### config.mk
export PLATFORM = sky130hd
export DESIGN_NAME = lpddr2_multiport_bridge
export DESIGN_NICKNAME = d
export VERILOG_FILES = /design/src/rtl/lpddr2_multiport_bridge.sv
export SDC_FILE = /design/constraint.sdc
export NUM_CORES = 1
export LEC_CHECK = 0
export CAP_MARGIN = 0
export CORE_UTILIZATION = 43
export DETAILED_ROUTE_END_ITERATION = 6
export GPL_ROUTABILITY_DRIVEN = 0
export PLACE_DENSITY = 0.86
export REMOVE_ABC_BUFFERS = 1
export SYNTH_ARGS = -nofsm -noshare
export SYNTH_HDL_FRONTEND = slang
export SYNTH_SLANG_ARGS = --single-unit
### constraint.sdc
create_clock -name iCLK -period 5.2 [get_ports iCLK]
set_clock_uncertainty 0.15 [all_clocks]
set_input_delay 1.04 -clock iCLK [delete_from_list [all_inputs] [get_ports iCLK]]
set_output_delay 1.04 -clock iCLK [all_outputs]
set_load 0.01 [all_outputs]
### src/rtl/lpddr2_multiport_bridge.sv
// rtl/lpddr2_multiport_bridge.sv - multi-requester arbiter onto one LPDDR2 Avalon-MM master
//
// Ports:
//   iCLK, iRST_n          afi_half_clk and synchronous active-low reset
//   local_init_done       controller calibration complete
//   port_rreq/port_wreq   per-port level requests, held until port_done
//   port_addr/port_wdata  packed per-port byte address and write data
//   port_rdata            packed per-port read data holding registers
//   port_done/port_err    one-cycle completion pulse and read-timeout flag
//   avl_*                 Avalon-MM master towards the LPDDR2 controller
//   c_state               current FSM state (1 = ready)
module lpddr2_multiport_bridge #(
  parameter int NUM_PORTS  = 2,
  parameter int DATA_W     = 32,
  parameter int ADDR_W     = 32,
  parameter int AVL_ADDR_W = 27,
  parameter int WORD_SHIFT = 2,
  parameter int ARB_MODE   = 0,
  parameter int RD_TIMEOUT = 1023
) (
  input  logic                        iCLK,
  input  logic                        iRST_n,
  input  logic                        local_init_done,
  input  logic [NUM_PORTS-1:0]        port_rreq,
  input  logic [NUM_PORTS-1:0]        port_wreq,
  input  logic [NUM_PORTS*ADDR_W-1:0] port_addr,
  input  logic [NUM_PORTS*DATA_W-1:0] port_wdata,
  output logic [NUM_PORTS*DATA_W-1:0] port_rdata,
  output logic [NUM_PORTS-1:0]        port_done,
  output logic [NUM_PORTS-1:0]        port_err,
  input  logic                        avl_waitrequest_n,
  output logic [AVL_ADDR_W-1:0]       avl_address,
  output logic                        avl_read,
  output logic                        avl_write,
  output logic                        avl_burstbegin,
  output logic [DATA_W-1:0]           avl_writedata,
  input  logic                        avl_readdatavalid,
  input  logic [DATA_W-1:0]           avl_readdata,
  output logic [3:0]                  c_state
);

  localparam int IDX_W = (NUM_PORTS > 1) ? $clog2(NUM_PORTS) : 1;
  localparam int CNT_W = $clog2(RD_TIMEOUT + 1);
  localparam logic [IDX_W+1:0] NP_W      = (IDX_W + 2)'(NUM_PORTS);
  localparam logic [IDX_W-1:0] LAST_INIT = IDX_W'(NUM_PORTS - 1);

  typedef enum logic [3:0] {
    S_INIT   = 4'd0,
    S_IDLE   = 4'd1,
    S_ISSUE  = 4'd2,
    S_RDWAIT = 4'd3,
    S_DONE   = 4'd4
  } state_t;

  state_t                           r_state;
  state_t                           w_state_nxt;
  logic [IDX_W-1:0]                 r_grant;
  logic [IDX_W-1:0]                 r_last_grant;
  logic                             r_is_write;
  logic [AVL_ADDR_W-1:0]            r_avl_address;
  logic [DATA_W-1:0]                r_avl_writedata;
  logic                             r_avl_read;
  logic                             r_avl_write;
  logic                             r_avl_burstbegin;
  logic [CNT_W-1:0]                 r_cnt;
  logic [NUM_PORTS-1:0][DATA_W-1:0] r_rdata;
  logic [NUM_PORTS-1:0]             r_done;
  logic [NUM_PORTS-1:0]             r_err;

  logic [NUM_PORTS-1:0]             w_req;
  logic [NUM_PORTS-1:0][ADDR_W-1:0] w_addr_arr;
  logic [NUM_PORTS-1:0][DATA_W-1:0] w_wdata_arr;
  logic                             w_gnt_valid;
  logic [IDX_W-1:0]                 w_gnt_idx;
  logic [IDX_W-1:0]                 w_cand;
  logic [IDX_W+1:0]                 w_sum;
  logic                             w_timeout;

  assign w_req       = port_rreq | port_wreq;
  assign w_addr_arr  = port_addr;
  assign w_wdata_arr = port_wdata;
  // One cycle before the counter would reach RD_TIMEOUT, so exactly
  // RD_TIMEOUT RDWAIT cycles elapse before the error completion.
  assign w_timeout   = (r_cnt == CNT_W'(RD_TIMEOUT - 1));

  // Candidate order: round-robin starts after the last grant and wraps,
  // fixed priority walks upward from index 0. First requester wins.
  always_comb begin
    w_gnt_valid = 1'b0;
    w_gnt_idx   = '0;
    w_cand      = '0;
    w_sum       = '0;
    for (int i = 0; i < NUM_PORTS; i++) begin
      if (ARB_MODE == 1) begin
        w_cand = IDX_W'(i);
      end else begin
        w_sum = {2'b00, r_last_grant} + (IDX_W + 2)'(i + 1);
        if (w_sum >= NP_W) begin
          w_sum = w_sum - NP_W;
        end
        w_cand = w_sum[IDX_W-1:0];
      end
      if (!w_gnt_valid && w_req[w_cand]) begin
        w_gnt_valid = 1'b1;
        w_gnt_idx   = w_cand;
      end
    end
  end

  always_ff @(posedge iCLK) begin
    if (!iRST_n) begin
      r_state <= S_INIT;
    end else begin
      r_state <= w_state_nxt;
    end
  end

  always_comb begin
    w_state_nxt = r_state;
    case (r_state)
      S_INIT: begin
        if (local_init_done) w_state_nxt = S_IDLE;
      end
      S_IDLE: begin
        if (!local_init_done)  w_state_nxt = S_INIT;
        else if (w_gnt_valid)  w_state_nxt = S_ISSUE;
      end
      S_ISSUE: begin
        if (avl_waitrequest_n) w_state_nxt = r_is_write ? S_DONE : S_RDWAIT;
      end
      S_RDWAIT: begin
        if (avl_readdatavalid || w_timeout) w_state_nxt = S_DONE;
      end
      S_DONE: begin
        // A calibration loss seen mid-transaction is honoured only here.
        w_state_nxt = local_init_done ? S_IDLE : S_INIT;
      end
      default: w_state_nxt = S_INIT;
    endcase
  end

  always_ff @(posedge iCLK) begin
    if (!iRST_n) begin
      r_grant          <= '0;
      r_last_grant     <= LAST_INIT;
      r_is_write       <= 1'b0;
      r_avl_address    <= '0;
      r_avl_writedata  <= '0;
      r_avl_read       <= 1'b0;
      r_avl_write      <= 1'b0;
      r_avl_burstbegin <= 1'b0;
      r_cnt            <= '0;
      r_rdata          <= '0;
      r_done           <= '0;
      r_err            <= '0;
    end else begin
      // Completion flags are set on the edge into DONE and live one cycle.
      r_done <= '0;
      r_err  <= '0;
      case (r_state)
        S_IDLE: begin
          if (local_init_done && w_gnt_valid) begin
            r_grant          <= w_gnt_idx;
            r_is_write       <= port_wreq[w_gnt_idx];
            r_avl_address    <= AVL_ADDR_W'(w_addr_arr[w_gnt_idx] >> WORD_SHIFT);
            r_avl_writedata  <= w_wdata_arr[w_gnt_idx];
            r_avl_write      <= port_wreq[w_gnt_idx];
            r_avl_read       <= ~port_wreq[w_gnt_idx];
            r_avl_burstbegin <= 1'b1;
          end
        end
        S_ISSUE: begin
          r_avl_burstbegin <= 1'b0;
          if (avl_waitrequest_n) begin
            r_avl_read  <= 1'b0;
            r_avl_write <= 1'b0;
            r_cnt       <= '0;
            if (r_is_write) r_done[r_grant] <= 1'b1;
          end
        end
        S_RDWAIT: begin
          if (avl_readdatavalid) begin
            r_rdata[r_grant] <= avl_readdata;
            r_done[r_grant]  <= 1'b1;
          end else if (w_timeout) begin
            r_done[r_grant] <= 1'b1;
            r_err[r_grant]  <= 1'b1;
          end else begin
            r_cnt <= r_cnt + 1'b1;
          end
        end
        S_DONE: begin
          r_last_grant <= r_grant;
        end
        default: ;
      endcase
    end
  end

  assign port_rdata     = r_rdata;
  assign port_done      = r_done;
  assign port_err       = r_err;
  assign avl_address    = r_avl_address;
  assign avl_read       = r_avl_read;
  assign avl_write      = r_avl_write;
  assign avl_burstbegin = r_avl_burstbegin;
  assign avl_writedata  = r_avl_writedata;
  assign c_state        = r_state;

endmodule

* Yosys cells after proc, flatten, opt, wreduce, memory -nomap -nowiden
Index checks and enable logic that the tools add are counted.
** Storage, ports and cells
- Input bits :: 169
- Bits in registers :: 147
- Logic and storage cells :: 102
** Operators by class
- Multiplexer cells :: 45
- Magnitude comparators :: 7
- Add/subtract/negate cells :: 5
- Equal/unequal tests :: 12
- Bitwise operators :: 4
- Reductions and logical operators :: 15
** Operators with widths (count)
- $mux W32 :: 3
- $bwmux W64 :: 1
- $mux W29 :: 2
- $demux W32 S1 :: 1
- $mux W10 :: 3
- $mux W4 :: 5
- $pmux W10 S2 :: 1
- $pmux W4 S5 :: 1
- $mux W1 :: 18
- $ne A2 B2 Y1 const B :: 6
- $add A10 B1 Y10 const B :: 1
- $eq A10 B10 Y1 const B :: 1
- $eq A4 B2 Y1 const B :: 2
- $lt A1 B2 Y1 const B :: 4
- $mux W2 :: 4
- $reduce_and A4 Y1 :: 2
- $pmux W1 S2 :: 3
- $reduce_and A2 Y1 :: 3
- $eq A4 B1 Y1 const B :: 1
- $eq A4 B3 Y1 const B :: 1
- $logic_not A4 Y1 :: 1
- $pmux W2 S2 :: 1
- $reduce_bool A2 Y1 :: 2
- $add A1 B2 Y3 const B :: 1
- other kinds (15) :: 20

* Logic depth before layout (Yosys ltp)
Gate-level depths: netlist of run 1.
- Depth in word-level cells :: 14
- Depth in mapped cells :: 8
- Depth with buffers taken out :: 6

* Worst setup path after synthesis of run 1
OpenSTA, ideal clock, no wires.
- Path kind :: input -> register
- Start :: in avl_waitrequest_n
- End :: reg r_cnt[8]
- Setup slack :: 2820 ps
- Data arrival time :: 2159 ps
- Library setup time :: 72 ps
- Buffers on the path :: 2
- Required time :: 4978 ps
- Stages on the path :: 6
- Cells stage by stage :: nor2b_4 > and4b_1 > clkbuf_2 > buf_2 > nor4b_2 > mux2i_1
** Between the ends
- Longest elaborated chain between the ends :: 2
** Ends and longest elaborated chain
- start: declaration :: RTL line 31 : input logic avl_waitrequest_n,
- $ne A2 B2 Y1 (no source line)
- $reduce_and A4 Y1 (no source line)
- end signal: assignment :: RTL line 189 : r_cnt <= r_cnt + 1'b1;
- end: declaration :: RTL line 65 : logic [CNT_W-1:0] r_cnt;
No other way between the ends.
A chain may end at the register's enable or synchronous reset.

* Final worst setup path of run 1
- Start :: reg r_state[0], in the netlist c_state[0]
- End :: out c_state[0]
** RTL lines
- start: declaration :: RTL line 55 : state_t r_state;
- start signal: assignment :: RTL line 114 : r_state <= w_state_nxt;
- end: declaration :: RTL line 39 : output logic [3:0] c_state
No word-level cell between the ends.

==> results of run 1 <==
-- report_power, final --
group / leakage [uW] / total (uW) / switching (uW) / internal, uW
Combinational: 0.00210 / 913 / 425 / 488
Clock: 0.000269 / 1190 / 516 / 674
Sequential: 0.00118 / 1350 / 94.1 / 1250
Total: 0.00355 / 3450 / 1030 / 2410
-- final cells by class --
| type | count | area [sq um] | share of cell area (%) |
|---|---|---|---|
| clock buffer | 18 | 429 | 4.50 |
| sequential | 146 | 2920 | 30.6 |
| timing repair buffer | 299 | 3000 | 31.4 |
| tap | 176 | 220 | 2.31 |
| inverter | 5 | 21.3 | 0.223 |
| multi-input combinational | 479 | 2810 | 29.4 |
| clock inverter | 14 | 144 | 1.51 |
-- flip-flops by register name, indices dropped and copies added (netlist names), 2 cells and up --
signal,cells
r_cnt,10
port_err,2
avl_writedata,32
port_done,2
avl_address,27
c_state,3
port_rdata,64
-- worst max-delay path by stage --
stage	to	slack (ns)	startpoint
floorplan	avl_address[0]	-0.59	port_wreq[1]
global placement	avl_address[24]	2.00	iRST_n
detailed placement	avl_address[20]	1.91	port_wreq[1]
CTS	c_state[0]	2.23	c_state[0]
global route	c_state[0]	2.18	c_state[0]
finish	c_state[0]	2.27	c_state[0]
-- worst reg2reg max path: stages (launching register included) --
cell and delay (ns):
sky130_fd_sc_hd__dfxtp_1 0.68, sky130_fd_sc_hd__and3b_1 0.33, sky130_fd_sc_hd__and3_1 0.86, sky130_fd_sc_hd__buf_4 0.31
sky130_fd_sc_hd__nand2_1 0.07, sky130_fd_sc_hd__a21oi_1 0.12
-- cell usage after synthesis (all sizes together), types with 2 or more instances --
| cell type | count | area [sq um] |
|---|---|---|
| nor4 | 2 | 18.8 |
| buf | 23 | 118 |
| mux2i | 62 | 621 |
| inv | 5 | 18.8 |
| nand3 | 9 | 45.0 |
| o31ai | 5 | 37.5 |
| a21oi | 81 | 405 |
| and4 | 3 | 26.3 |
| o21ai | 8 | 43.8 |
| or3 | 5 | 31.3 |
| nand3b | 2 | 27.5 |
| nand2 | 139 | 522 |
| dfxtp | 146 | 2920 |
| and2b | 2 | 15.0 |
| and3 | 4 | 25.0 |
| and3b | 2 | 17.5 |
| clkbuf | 32 | 121 |
| nand2b | 4 | 25.0 |
| ha | 2 | 25.0 |
| or4 | 7 | 52.6 |
| and2 | 3 | 18.8 |
| nor2 | 64 | 240 |
| a211oi | 59 | 443 |
| nor3 | 3 | 20.0 |
-- per-layer routing --
layer  wire [um]  up-vias  GRT usage, %
met2        8870      225          43.6
met1        7150     2690          26.9
met5           0        -             0
met4         450        0          10.9
li1            -     2919             -
met3        1370       32          8.13
-- placed cells by master (no fill, tap or decap), drive strengths merged, types with 5 or more instances in the layout --
master	count
clkdlybuf4s50	291
dfxtp	146
o31ai	5
o21ai	8
or3	5
nor2	64
a21oi	81
nand3	9
clkbuf	18
mux2i	62
nand2	139
inv	13
a211oi	59
buf	8
or4	7
-- through the flow --
stage	setup TNS [ns]	std cells
floorplan	-35.30	630
global placement	0	1105
detailed placement	0	1105
CTS	0	1137
global route	0	1137
finish	0	1137
-- kinds of logic (layout without fill, tap and decap cells) --
group	after synthesis	after routing	share of synthesized area, %
flops	146	146	48.9
simple gates	252	252	18.8
compound gates	161	161	16.9
buf+inv	60	336	4.31
mux	63	63	10.6
fa+ha+maj	2	2	0.419
other cells	1	1	0.0628
==> summary.log, run 1 <==
INFO  pwr            worst_vdd_ir=213uV
INFO  placed_design  pre_cts_ws=1.91ns
INFO  timing         finalMaxSlewViolations=0
INFO  routing        vias_per_cell=5.16
INFO  placed_design  detail_placement_hpwl=12500um
INFO  layout         finalCoreUtilization=71.2%
INFO  setup_path     crit_family=flip-flops
INFO  cts            num_clock_sinks=146
INFO  placed_design  placement.cell_area=0.00897sqmm
INFO  cts            cts.hold.buffers_added=0
INFO  setup_path     path_buf_inv=1
INFO  global_routing global_route.overflow_total=0
INFO  routing        dr.pass1.iters=4
INFO  synth          ys_warn_count=0
INFO  cts            post_cts_resize_count=0
INFO  synth          synth.avg_cell_area=8.72squm
INFO  layout         fillerInstances=1014
INFO  cts            htree_num_levels=4
INFO  synth          yosys.cell_types.count=45
INFO  timing         max_freq=0.341GHz
INFO  setup_path     cp_max_fo=15
INFO  synth          post_synth_inst_count=685
INFO  setup_path     setup.worst_path.start_class=flop
INFO  cts            cts_tree=done
INFO  synth          synth_seq_cells=146
INFO  setup_path     worstSetupPathType=flop to output pin
INFO  cts            tritoncts_buffers=17
INFO  synth          synth-edff-count=0
INFO  layout         nets=1119
INFO  timing         max_slew.worst_pin.slew=1.03ns
INFO  setup_path     cell_with_the_biggest_individual_delay_on_the_critical_path=sky130_fd_sc_hd__dfxtp_1
INFO  routing        ant_nets=0
INFO  floorplanning  floorplan.rows=42
INFO  layout         layout-drive-gt1-share=5.20%
INFO  cts            cts_setup_buffers=0
INFO  min_path       number_of_stages_on_the_worst_hold_path=2
INFO  timing         fin_ws=2.27ns
INFO  floorplanning  floorplan.die.height=120um
INFO  timing         maxSlewHeadroom=31.6%
INFO  synth          synth_sequential_area_ratio=48.9%
INFO  synth          synthesis.area=0.00597sqmm
INFO  timing         hold_slack=0.304ns
INFO  cts            clk_root_buffer_cell=sky130_fd_sc_hd__clkbuf_16
INFO  global_routing grt_start_max_net_pins=118
INFO  floorplanning  die_width=120um
INFO  setup_path     critical_path.reg2reg.endpoint=port_rdata[40]
INFO  routing        drc=0
INFO  global_routing antenna_found_initial=0
INFO  pwr            p_leak=0.00355uW
INFO  timing         finalSetupViolations=0
INFO  setup_path     worst_setup_path_end_kind=output pin
INFO  cts            clkSlewWorstSetupHoldPaths=0.07ns
INFO  floorplanning  initial_utilization=44.6%
INFO  layout         n_antenna_cell=0
INFO  timing         rsz0062_at_grt=false
INFO  routing        wl_per_cell=15.7um
INFO  placed_design  io_buffer_count=291
INFO  layout         finalInstanceArea=0.00955sqmm
INFO  setup_path     r2r.worst_path.cells=5
INFO  min_path       hold_path_startpoint=port_rdata[17]
INFO  synth          synth-async-reset-ratio=0%
INFO  routing        initialDrtViolationCount=243
INFO  min_path       timing.hold.worst_endpoint=port_rdata[17]
INFO  setup_path     rr_startpoint=c_state[0]
INFO  timing         post-route-min-period=2.93ns
INFO  global_routing via_count_of_the_first_global_routing_pass=5663
INFO  flow_run       maxCapViolations=0
INFO  routing        vias=5866
INFO  pwr            finalPower=3450uW
INFO  setup_path     cpPeakStageDelay=0.68ns
INFO  floorplanning  core_region_area=0.0134sqmm
INFO  timing         fin_crit_sh=56.4%
INFO  setup_path     worstPathCellList=clkdlybuf4s50_1
INFO  cts            clock_path_buffers=2
INFO  floorplanning  design.portCount=303
INFO  global_routing globalRouteTotalUtil=24.7%
INFO  min_path       hold_path.class=flop to flop
INFO  timing         final_hold_vio_count=0
INFO  floorplanning  die_area=0.0144sqmm
INFO  synth          ys.flop_type=sky130_fd_sc_hd__dfxtp_1
INFO  setup_path     rrSetupSlack=2.61ns
INFO  run_status     outcome=finished clean
INFO  setup_path     cp.arrival=1.74ns
INFO  setup_path     crit_required=4.01ns
INFO  cts            clk-insertion-delay-late=0.42ns
INFO  layout         area_delta_synth_final=59.8%
INFO  pwr            power_density=361mW/mm^2
INFO  routing        drt-total-wl=17800um
INFO  global_routing wire_length_of_the_first_global_routing_pass=27800um
INFO  setup_path     critical_path_cell_count=1
Power figures use the tool's default switching activity.
==> run 2: changes to the inputs <==
- CORE_UTILIZATION: 43 -> 36
- PLACE_DENSITY: 0.86 -> 0.76
- clock period: 5.2 -> 2.5 ns (I/O delays scaled with it)
==> summary.log, run 2 (synthesis gave the netlist of run 1 again) <==
INFO  routing        drt-total-wl=17700um [-0.63%]
INFO  pwr            power_density=745mW/mm^2 [+110%]
INFO  layout         fillerInstances=1365 [+35%]
INFO  floorplanning  die_area=0.0171sqmm [+19%]
INFO  setup_path     cp_max_fo=15 [unchanged]
INFO  setup_path     crit_required=1.85ns [-2.16 ns]
INFO  setup_path     setup.worst_path.start_class=flop
INFO  cts            clock_path_buffers=2 [unchanged]
INFO  layout         finalInstanceArea=0.00982sqmm [+2.8%]
INFO  cts            post_cts_resize_count=0 [unchanged]
INFO  layout         layout-drive-gt1-share=6.95% [+1.8 points]
INFO  cts            clk_root_buffer_cell=sky130_fd_sc_hd__clkbuf_16
INFO  floorplanning  die_width=131um [+9.1%]
INFO  cts            cts_setup_buffers=0 [unchanged]
INFO  cts            clkSlewWorstSetupHoldPaths=0.06ns [about the same]
INFO  setup_path     cell_with_the_biggest_individual_delay_on_the_critical_path=sky130_fd_sc_hd__dfxtp_1
INFO  setup_path     path_buf_inv=1 [unchanged]
INFO  pwr            p_leak=0.00367uW [+3.3%]
INFO  timing         rsz0062_at_grt=false
INFO  layout         largest_reg_flops=64 [unchanged]
INFO  timing         max_freq=0.417GHz
INFO  placed_design  io_buffer_count=291 [unchanged]
INFO  min_path       hold_path.class=flop to flop
INFO  timing         final_hold_vio_count=0 [unchanged]
INFO  placed_design  placement.cell_area=0.00921sqmm [+2.7%]
INFO  setup_path     worstPathCellList=clkdlybuf4s50_1
INFO  global_routing globalRouteTotalUtil=20.4% [-4.3 points]
INFO  cts            num_clock_sinks=146 [unchanged]
INFO  timing         maxSlewHeadroom=61.2% [+30 points]
INFO  global_routing grt_start_max_net_pins=73 [-38%]
INFO  cts            clk-insertion-delay-late=0.41ns [about the same]
INFO  setup_path     cpPeakStageDelay=0.68ns [about the same]
INFO  floorplanning  initial_utilization=37.2% [-7.4 points]
INFO  setup_path     crit_family=flip-flops
INFO  routing        initialDrtViolationCount=235 [-3.3%]
INFO  cts            htree_num_levels=4 [unchanged]
INFO  setup_path     worst_setup_path_end_kind=output pin
INFO  setup_path     cp.arrival=1.75ns [about the same]
INFO  timing         fin_ws=0.101ns [-2.16 ns]
INFO  placed_design  detail_placement_hpwl=13000um [+4.0%]
INFO  routing        ant_nets=0 [unchanged]
INFO  floorplanning  core_region_area=0.0161sqmm [+20%]
INFO  floorplanning  floorplan.die.height=131um [+9.1%]
INFO  placed_design  placedCellCount=1162 [+5.2%]
INFO  pwr            worst_vdd_ir=458uV [+110%]
INFO  timing         finalSetupViolations=0 [unchanged]
INFO  run_status     outcome=finished clean
INFO  layout         final_cells=1194 [+5.0%]
INFO  routing        wl_per_cell=14.8um [-5.4%]
INFO  cts            cts.hold.buffers_added=0 [unchanged]
INFO  timing         fin_crit_sh=96.0%
INFO  global_routing global_route.overflow_total=0 [unchanged]
INFO  routing        vias=5787 [-1.3%]
INFO  global_routing via_count_of_the_first_global_routing_pass=5303 [-6.4%]
INFO  layout         final_common_cell=sky130_fd_sc_hd__clkdlybuf4s50_1
INFO  pwr            finalPower=7310uW [+110%]
INFO  timing         post-route-min-period=2.40ns
INFO  timing         finalMaxSlewViolations=0 [unchanged]
INFO  flow_run       maxCapViolations=0 [unchanged]
INFO  layout         area_delta_synth_final=64.3%
INFO  layout         n_antenna_cell=0 [unchanged]
INFO  layout         nets=1136 [+1.5%]
INFO  global_routing wire_length_of_the_first_global_routing_pass=26800um [-3.6%]
INFO  routing        vias_per_cell=4.85 [-6.1%]
INFO  layout         finalCoreUtilization=61.1% [-10 points]
INFO  timing         max_slew.worst_pin.slew=0.583ns [-0.443 ns]
INFO  routing        dr.pass1.iters=4 [unchanged]
INFO  placed_design  pre_cts_ws=0.0744ns [-1.83 ns]
INFO  layout         layout.cells.most_common_list=sky130_fd_sc_hd__clkdlybuf4s50_1 (291), sky130_fd_sc_hd__dfxtp_1 (146), sky130_fd_sc_hd__nand2_1 (139)
INFO  routing        drc=0 [unchanged]
INFO  setup_path     worstSetupPathType=flop to output pin
INFO  floorplanning  design.portCount=303 [unchanged]
INFO  floorplanning  floorplan.rows=46 [+9.5%]
INFO  cts            cts_tree=done
INFO  cts            tritoncts_buffers=17 [unchanged]
INFO  global_routing antenna_found_initial=0 [unchanged]
==> run 2: cell count changes in the layout (fill, tap and decap cells not counted) <==
cell / delta
sky130_fd_sc_hd__inv_6: -3
sky130_fd_sc_hd__clkinv_4: +1
sky130_fd_sc_hd__inv_8: -1
sky130_fd_sc_hd__bufinv_16: +1
sky130_fd_sc_hd__clkbuf_8: +2
sky130_fd_sc_hd__clkinv_2: +1
sky130_fd_sc_hd__clkbuf_1: -1
sky130_fd_sc_hd__buf_12: +5
sky130_fd_sc_hd__buf_4: +12
==> run 2: final cells by class <==
type	count	area (sq um)	area share (%)
clock buffer	19	453	4.61
clock inverter	13	150	1.53
inverter	5	21.3	0.217
multi-input combinational	479	2810	28.6
sequential	146	2920	29.8
tap	216	270	2.75
timing repair buffer	316	3190	32.5
==> run 2: stage by stage <==
step | setup TNS (ns) | hold slack (ns)
2_1_floorplan | -169.66 | 0.297
6_report | 0 | 0.302
3_5_place_dp | 0 | 0.296
3_3_place_gp | 0 | 0.291
4_1_cts | 0 | 0.305
5_1_grt | 0 | 0.322
==> run 2: worst paths after layout <==
path             startpoint             end  slack [ns]  depth (start not counted)
max              c_state[0]      c_state[0]        0.10                          1
min reg2reg  port_rdata[55]  port_rdata[55]        0.30                          2
min          port_rdata[55]  port_rdata[55]        0.30                          2
max reg2reg        r_cnt[0]        r_cnt[7]        0.39                          6
==> run 2: layer usage <==
metal | vias to the layer above | share of wire (%) | GRT usage (%)
li1 | 2946 | - | -
met1 | 2620 | 39 | 22.9
met2 | 201 | 50 | 35.4
met3 | 20 | 9.4 | 7.57
met4 | 0 | 1.6 | 7.44
met5 | - | 0 | 0
==> run 2: report_power, final <==
| group | total (uW) | switching, uW | internal (uW) |
|---|---|---|---|
| clock | 2570 | 1030 | 1540 |
| combinational | 1950 | 889 | 1060 |
| sequential | 2800 | 190 | 2610 |
==> RTL edit: new RTL, settings of run 1 <==
`ARB_MODE`: 0 -> 1.
--- a/src/rtl/lpddr2_multiport_bridge.sv
+++ b/src/rtl/lpddr2_multiport_bridge.sv
@@ -15,7 +15,7 @@
   parameter int ADDR_W     = 32,
   parameter int AVL_ADDR_W = 27,
   parameter int WORD_SHIFT = 2,
-  parameter int ARB_MODE   = 0,
+  parameter int ARB_MODE   = 1,
   parameter int RD_TIMEOUT = 1023
 ) (
   input  logic                        iCLK,
Formal check against the unedited RTL: not equivalent (Yosys sat finds a counterexample within 10 cycles, from zero or initial values and one cycle with iRST_n low).
==> RTL edit against run 1 <==
Utilization is 0.44 points lower. Sequential cell count is 1 lower. Setup slack worse by 740 ps. Non-clock buffer count is 1 higher. Cell count is 5.2% higher. Sequential share of layout area is 0.26 points lower. Count of clock-buffer cells in the layout is 3 higher. Total power is 1.3% lower. Design area is 0.16% higher. Synthesized area is 1.3% higher. Routed wire length is 2.2% higher. Critical path type is now in -> reg. Critical endpoint is now avl_writedata[0].
==> RTL edit: results <==
export IMPL_status="completed"
export IMPL_antenna_found_initial=2
export IMPL_hold_path_class="reg -> reg"
export IMPL_cp_max_fo=95
export IMPL_clockBufferDepth=2
export IMPL_path_clk_slew_ps=60
export IMPL_synthTopCellsByCount="nand2_1, dfxtp_1, a21oi_1, nor2_1, a311oi_1"
export IMPL_clockRootBuffer="clkbuf_16"
export IMPL_worstPathArrival_ps=3840
export IMPL_route_vias_total=6230
export IMPL_p_leak_nw=3.33
export IMPL_syn_avg_cell_area_um2=8.09
export IMPL_largest_reg_flops=64
export IMPL_drive_gt1_frac=0.0785
export IMPL_viasPerCell=5.21
export IMPL_drv_cap=0
export IMPL_vdd_drop_max_mv=0.240
export IMPL_wl_per_cell_um=15.2
export IMPL_yosysMostFrequentCell="nand2_1"
export IMPL_cts_buffers=17
export IMPL_clk_latency_ps=410
export IMPL_async_flop_share=0
export IMPL_nFillCells=1057
export IMPL_synth_cell_types=53
export IMPL_postCtsSetupRepairBufs=0
export IMPL_yosysWarnings=0
export IMPL_first_iter_violations=301
export IMPL_cts_htree_levels=4
export IMPL_seq_area_frac_synth=0.480
export IMPL_ys_top_cells_by_area="dfxtp_1, nand2_1, a21oi_1"
export IMPL_p_int_w=0.00245
export IMPL_hold_violations=0
export IMPL_grt_pass1_wl_um=28000
export IMPL_firstDrtPassIters=4
export IMPL_cts_resized=0
export IMPL_tightestPinTransition_ps=989
export IMPL_dp_cells=1164
export IMPL_grt_pass1_vias=5773
export IMPL_grt_usage=0.247
export IMPL_grt_max_degree=96
export IMPL_dpl_hpwl_um=12900
export IMPL_port_buffers=291
[RTL edit: cell types whose count changed after synthesis, sizes merged, moves of 4 or more]
cell,run 1,this run
or4,7,3
o31ai,5,1
a311oi,0,59
a21oi,81,72
mux2i,62,1
o21ai,8,12
nor2,64,69
a211oi,59,1
nand2,139,257
[RTL edit: worst paths after layout]
check                                   endpoint  depth (start not counted)  slack [ps]            start
worst max-delay path            avl_writedata[0]                          6        1530  local_init_done
worst min-delay path              port_rdata[57]                          2         300   port_rdata[57]
worst max register to register  avl_writedata[0]                          5        2000       c_state[0]
worst min register to register    port_rdata[57]                          2         300   port_rdata[57]
[RTL edit: through the flow]
step | utilization | TNS, ps | area, µm² | total power [W] | setup slack [ps]
floorplan | - | -103280 | 5770 | 0.00181 | -1710
global placement | 0.666 | 0 | 8990 | 0.00224 | 1220
detailed placement | 0.666 | 0 | 8990 | 0.00225 | 1150
CTS | 0.708 | 0 | 9560 | 0.00343 | 1580
global route | 0.708 | 0 | 9560 | 0.00357 | 1290
finish | 0.708 | 0 | 9560 | 0.00341 | 1530
[RTL edit: metal layers]
layer | share of wire | routed length (µm) | GRT usage
met1 | 0.39 | 7140 | 0.264
met2 | 0.50 | 9110 | 0.445
met3 | 0.087 | 1590 | 0.0844
met4 | 0.021 | 377 | 0.0980
met5 | 0.00071 | 13 | 0
[RTL edit: power groups by stage]
stage | clock (W) | combinational [W] | sequential, W
after floorplan | 0 | 0.000409 | 0.00140
after global placement | 0 | 0.000885 | 0.00135
after detailed placement | 0 | 0.000897 | 0.00136
after CTS | 0.00119 | 0.000903 | 0.00134
after global routing | 0.00125 | 0.000971 | 0.00135
final | 0.00117 | 0.000896 | 0.00133
[RTL edit: critical path: stages]
cell	delay [ps]
clkdlybuf4s50_1	500
and4bb_2	310
nor2b_4	640
buf_4	860
nor2_1	110
a311oi_1	300
[RTL edit: logic make-up (layout without fill, tap and decap cells)]
kind of cell	Yosys count	after routing	synth area share
fa+ha+maj	2	2	0.00413
compound gates	163	163	0.204
flops	145	145	0.480
simple gates	369	369	0.257
other cells	1	2	0.000620
buf+inv	66	337	0.0511
mux	2	2	0.00351
[RTL edit: area by class of cell]
class,count,area (µm²),area share
Antenna cell,1,2.50,0.000262
Clock buffer,21,460,0.0482
Clock inverter,10,110,0.0115
Inverter,6,25.0,0.00262
Multi-Input combinational cell,537,2860,0.299
Sequential cell,145,2900,0.304
Tap cell,176,220,0.0230
Timing Repair Buffer,300,2980,0.312
